**src/rtl/sync_fifo_flags_if.sv**
```systemverilog
// Producer/consumer bundle for the single-clock flagged FIFO.
// The FIFO takes the slave side; the surrounding logic takes the master side.
interface sync_fifo_flags_if #(
    parameter int data_size = 8,
    parameter int add_size  = 4
);
    logic [data_size-1:0] data_in;
    logic                 wr_inc;
    logic                 rd_inc;
    logic [data_size-1:0] data_out;
    logic                 full;
    logic                 empty;
    logic                 almost_full;
    logic                 almost_empty;
    logic [add_size:0]    count;
    logic                 overflow;
    logic                 underflow;

    modport master (
        output data_in, wr_inc, rd_inc,
        input  data_out, full, empty, almost_full, almost_empty,
        input  count, overflow, underflow
    );

    modport slave (
        input  data_in, wr_inc, rd_inc,
        output data_out, full, empty, almost_full, almost_empty,
        output count, overflow, underflow
    );
endinterface

```
**src/rtl/sync_fifo_flags.sv**
```systemverilog
// Single-clock FIFO with occupancy count, programmable almost flags,
// overflow/underflow pulses and a registered or fall-through read port.
module sync_fifo_flags #(
    parameter int data_size = 8,
    parameter int add_size  = 4,
    parameter int af_level  = 12,
    parameter int ae_level  = 4,
    parameter int fwft      = 0
) (
    input logic              clk,
    input logic              rst_n,
    sync_fifo_flags_if.slave bus
);
    localparam int DEPTH = 1 << add_size;
    localparam logic [add_size:0] FULL_C = (add_size+1)'(DEPTH);
    localparam logic [add_size:0] AF_C   = (add_size+1)'(af_level);
    localparam logic [add_size:0] AE_C   = (add_size+1)'(ae_level);

    logic [data_size-1:0] mem [DEPTH];
    logic [add_size-1:0]  wr_ptr;
    logic [add_size-1:0]  rd_ptr;
    logic [add_size:0]    cnt;
    logic                 wr_ok;
    logic                 rd_ok;
    logic                 ovf_q;
    logic                 unf_q;

    // Flags come from the count register alone, never from the requests.
    assign bus.full         = (cnt == FULL_C);
    assign bus.empty        = (cnt == '0);
    assign bus.almost_full  = (cnt >= AF_C);
    assign bus.almost_empty = (cnt <= AE_C);
    assign bus.count        = cnt;
    assign bus.overflow     = ovf_q;
    assign bus.underflow    = unf_q;

    assign wr_ok = bus.wr_inc && !bus.full;
    assign rd_ok = bus.rd_inc && !bus.empty;

    always_ff @(posedge clk) begin
        if (wr_ok) begin
            mem[wr_ptr] <= bus.data_in;
        end
    end

    always_ff @(posedge clk or negedge rst_n) begin
        if (!rst_n) begin
            wr_ptr <= '0;
            rd_ptr <= '0;
            cnt    <= '0;
            ovf_q  <= 1'b0;
            unf_q  <= 1'b0;
        end else begin
            ovf_q <= bus.wr_inc && bus.full;
            unf_q <= bus.rd_inc && bus.empty;
            if (wr_ok) begin
                wr_ptr <= wr_ptr + 1'b1;
            end
            if (rd_ok) begin
                rd_ptr <= rd_ptr + 1'b1;
            end
            unique case ({wr_ok, rd_ok})
                2'b10:   cnt <= cnt + 1'b1;
                2'b01:   cnt <= cnt - 1'b1;
                default: cnt <= cnt;
            endcase
        end
    end

    if (fwft != 0) begin : g_fwft
        assign bus.data_out = bus.empty ? '0 : mem[rd_ptr];
    end else begin : g_reg
        logic [data_size-1:0] dout_q;

        always_ff @(posedge clk or negedge rst_n) begin
            if (!rst_n) begin
                dout_q <= '0;
            end else if (rd_ok) begin
                dout_q <= mem[rd_ptr];
            end
        end

        assign bus.data_out = dout_q;
    end
endmodule

```
**src/flat_wrapper.sv**
```systemverilog
// flat-port wrapper written by rule: the top's interface ports become plain ports
module sync_fifo_flags_flat 
#(
    parameter int data_size = 8,
    parameter int add_size  = 4,
    parameter int af_level  = 12,
    parameter int ae_level  = 4,
    parameter int fwft      = 0
)
  (clk, rst_n, bus_data_in, bus_wr_inc, bus_rd_inc, bus_data_out, bus_full, bus_empty, bus_almost_full, bus_almost_empty, bus_count, bus_overflow, bus_underflow);
  sync_fifo_flags_if #(.data_size(data_size), .add_size(add_size)) bus_i ();
  input logic clk;
  input logic rst_n;
  input wire logic [$bits(bus_i.data_in)-1:0] bus_data_in;
  input wire logic [$bits(bus_i.wr_inc)-1:0] bus_wr_inc;
  input wire logic [$bits(bus_i.rd_inc)-1:0] bus_rd_inc;
  output wire logic [$bits(bus_i.data_out)-1:0] bus_data_out;
  output wire logic [$bits(bus_i.full)-1:0] bus_full;
  output wire logic [$bits(bus_i.empty)-1:0] bus_empty;
  output wire logic [$bits(bus_i.almost_full)-1:0] bus_almost_full;
  output wire logic [$bits(bus_i.almost_empty)-1:0] bus_almost_empty;
  output wire logic [$bits(bus_i.count)-1:0] bus_count;
  output wire logic [$bits(bus_i.overflow)-1:0] bus_overflow;
  output wire logic [$bits(bus_i.underflow)-1:0] bus_underflow;
  assign bus_i.data_in = bus_data_in;
  assign bus_i.wr_inc = bus_wr_inc;
  assign bus_i.rd_inc = bus_rd_inc;
  assign bus_data_out = bus_i.data_out;
  assign bus_full = bus_i.full;
  assign bus_empty = bus_i.empty;
  assign bus_almost_full = bus_i.almost_full;
  assign bus_almost_empty = bus_i.almost_empty;
  assign bus_count = bus_i.count;
  assign bus_overflow = bus_i.overflow;
  assign bus_underflow = bus_i.underflow;
  sync_fifo_flags #(.data_size(data_size), .add_size(add_size), .af_level(af_level), .ae_level(ae_level), .fwft(fwft)) u_core (.clk(clk), .rst_n(rst_n), .bus(bus_i));
endmodule
```
**config.mk**
```make
export PLATFORM = sky130hd
export DESIGN_NAME = sync_fifo_flags_flat
export DESIGN_NICKNAME = d
export VERILOG_FILES = /design/src/rtl/sync_fifo_flags_if.sv /design/src/rtl/sync_fifo_flags.sv /design/src/flat_wrapper.sv
export SDC_FILE = /design/constraint.sdc
export NUM_CORES = 1
export LEC_CHECK = 0
export ABC_AREA = 1
export ABC_CLOCK_PERIOD_IN_PS = 6500
export BUFFER_PORTS_ARGS = -buffer_cell sky130_fd_sc_hd__buf_4
export CORE_MARGIN = 3
export CORE_UTILIZATION = 50
export CTS_BUF_LIST = sky130_fd_sc_hd__clkbuf_2
export CTS_CLUSTER_SIZE = 10
export DETAILED_ROUTE_END_ITERATION = 12
export PLACE_DENSITY = 0.67
export SYNTH_ARGS = -nofsm -noshare
export SYNTH_HDL_FRONTEND = slang
export SYNTH_SLANG_ARGS = --single-unit
```
**constraint.sdc**
```tcl
create_clock -name clk -period 6.5 [get_ports clk]
set_input_delay 1.3 -clock clk [delete_from_list [all_inputs] [get_ports clk]]
set_output_delay 1.3 -clock clk [all_outputs]
set_load 0.02 [all_outputs]
```
==> metrics.md <==
| Metric | Value |
|---|---|
| Die W | `122 um` |
| Worst endpoint data arrival time | `1820 ps` |
| CTS Hold Buffers Added | `0` |
| Total gr overflow | `0` |
| Final slew viol count | `0` |
| Fin crit period | `3120 ps` |
| Buffers on Ports | `30` |
| Vias | `4,557` |
| Syn Std Cell Area | `0.00677 mm2` |
| H-tree lvl count | `4` |
| Fmax | `320 MHz` |
| WL/cell | `16.5 um` |
| Setup Fix Bufs, Post-CTS | `0` |
| Register Area | `0.00442 mm2` |
| Register area share after synthesis | `65.3%` |
| Placed wire-length estimate | `9.34 mm` |
| Number of synthesized flops with an enable pin | `128` |
| Ys flop type | `edfxtp_1` |
| Most frequent cell after synthesis | `nand2_1` |
| Area Overhead vs Synth | `7.51%` |
| Synthesized Nets | `699` |
| Area of the core | `0.0129 mm2` |
| Main combinational cell family by area after synthesis | `simple AND/OR/NAND/NOR gates` |
| Cell types occupying the most area after synthesis | `edfxtp_1, nand2_1, dfrtp_1` |
| Initial antenna violation count | `0` |
| Vias in the first global route | `4,425` |
| Clock transition at the registers of the reported paths | `200 ps` |
| Most common library cells after synthesis | `nand2_1, edfxtp_1, inv_1` |
| Type of origin of the critical path | `register` |
| Post-cts gate resize count | `0` |
| GP Congestion | `0.958` |
| Skew-Pair Late Insertion Delay | `700 ps` |
| Initial core utilization | `52.4%` |
| Post-synthesis mux area share | `0%` |
| Root Buffer | `clkbuf_2` |
| Worst hold path class | `input port to asynchronous set/reset pin` |
| Cts bufs inserted | `17` |
| VDD IR max | `0.000202 V` |
| WS Path Type | `register to output pin` |
| Multi-input logic area | `0.00172 mm2` |
| CP Max Fanout | `5` |
| Worst endpoint required time | `5200 ps` |
| Std cell rows | `41` |
| N_diodes | `0` |
| Async S/R FF share, synth | `15.2%` |
| Largest net degree at the start of global routing | `68` |
| Compound-gate portion of the synthesized area | `0.536%` |
| Die height | `122 um` |
| Final ANT Viol Nets | `0` |
| Period Utilization, post-route | `48.0%` |
| Clock sinks | `151` |
| # IOs | `31` |
| # DRC | `0` |
| Synth Area per Inst | `9.97 um2` |
| Total GRT Usage | `20.8%` |
| Hold slack final | `453 ps` |
| Setup crit end kind | `output pin` |
| Final setup TNS | `0 ps` |
| # setup viols final | `0` |
| Routed wire length | `14.7 mm` |
| Yosys top cell area share | `56.8%` |
| Pwr/cell area | `412 mW/mm2` |
| Initial drt markers | `345` |
| LEAKAGE | `0.00329 uW` |
| Clock Skew | `27.4 ps` |
| Die Footprint | `0.0150 mm2` |
| Clk buf depth | `2` |
| Xor and xnor fraction of the mapped netlist area | `1.42%` |
| Hold Fails Final Rpt | `0` |
| Worst relative slew slack | `28.9%` |
| Setup WS post-layout | `3380 ps` |
| First-pass GRT wire length | `22.8 mm` |
| Adder-cell area share of the yosys netlist | `1.48%` |
| Yosys warns | `0` |
| Post-Synthesis Cells | `679` |
| Worst-Margin Slew | `1060 ps` |
| Fillers | `1,124` |
| Total chip power | `2990 uW` |
| Vias per inst | `5.14` |
| Final Util | `56.3%` |
| Run status | `complete, no violations` |
| TritonCTS clock tree | `built` |
| Leading area contributor after synthesis | `edfxtp_1` |
| First-pass DRT Iterations | `6` |
| Synthesized flop and latch total | `151` |
| Unrepaired setup endpoints after global routing | `false` |
| Distinct cells, synth | `25` |
| Max_cap viols | `0` |
| Placement Setup Slack | `3490 ps` |
| Layout cell share with drive strength beyond 1 | `9.52%` |
| Simple-gate share of the synthesized area | `21.9%` |
| Nets | `723` |
[where the power goes]
part,leakage (uW),switching (uW),internal [uW]
clock,0.000134,308,208
combinational,0.00172,819,366
sequential,0.00144,99.6,1190
[layout make-up]
cell class / instances / share of cell area [%]
multi-input cells: 380 / 23.6
flip-flops and latches: 151 / 60.8
clock buffers: 19 / 1.31
inverters: 121 / 6.24
well taps: 172 / 2.96
clock inverters: 11 / 1.84
repair buffers: 32 / 3.30
[state kept, by name, indices dropped and copies added (netlist names)]
name                  count
u_core.mem              128
u_core.bus.data_out       8
u_core.bus.count          5
u_core.rd_ptr             4
u_core.wr_ptr             4
u_core.bus.overflow       1
u_core.bus.underflow      1
[through the flow]
step | area, um2 | instances
floorplan | 6770 | 679
global placement | 7050 | 856
detailed placement | 7050 | 856
CTS | 7280 | 886
global route | 7280 | 886
finish | 7280 | 886
[kinds of logic (layout without fill, tap and decap cells)]
kind of cell    count (synthesis)  after routing
buf+inv                       148            183
simple gates                  355            355
compound gates                  6              6
xor+xnor                       11             11
flops                         151            151
fa+ha+maj                       8              8
[placed cells by master, fill, tap and decap left out]
cell type and n:
o21ai_2 1, inv_2 3, clkbuf_2 19, buf_4 32
nand2_2 1, xnor2_1 1, nor2_2 1, clkinv_2 2
clkinvlp_4 3, nand2_1 225, clkinv_1 5, xor2_1 10
inv_1 116, nand3_2 1, nor2_1 22, dfrtp_1 22
o21ai_0 2, o21a_1 1, dfrtp_2 1, bufinv_16 3
o21ai_1 2, nand2_4 1, ha_1 8, nand4_1 2
edfxtp_1 128, nand3_1 102
[layer usage]
layer | up-vias | routed length, um | part of all wire, % | GRT usage [%]
met5 | - | 0 | 0 | 0
met4 | 0 | 258 | 1.8 | 6.93
met3 | 22 | 1000 | 6.8 | 6.50
met2 | 152 | 7210 | 49 | 34.1
met1 | 2183 | 6180 | 42 | 26.3
li1 | 2200 | - | - | -
[final timing paths]
| kind | slack (ps) | endpoint | cells past startpoint | startpoint |
|---|---|---|---|---|
| min in group clk | 520 | u_core.bus.data_out[4] | 2 | u_core.bus.data_out[4] |
| max in group asynchronous | 5790 | u_core.rd_ptr[0] | 1 | rst_n |
| worst min-delay path | 450 | u_core.rd_ptr[2] | 1 | rst_n |
| worst min register to register | 520 | u_core.bus.data_out[4] | 2 | u_core.bus.data_out[4] |
| worst max-delay path | 3380 | bus_full | 4 | u_core.bus.count[1] |
| worst max register to register | 3940 | u_core.bus.data_out[0] | 9 | u_core.rd_ptr[0] |
[critical path, cell delays in order, from the launching register on]
cell     delay, ps
dfrtp_1        480
nor2_2         210
nand4_1        190
inv_1          100
buf_4          140
Power figures use the tool's default switching activity.
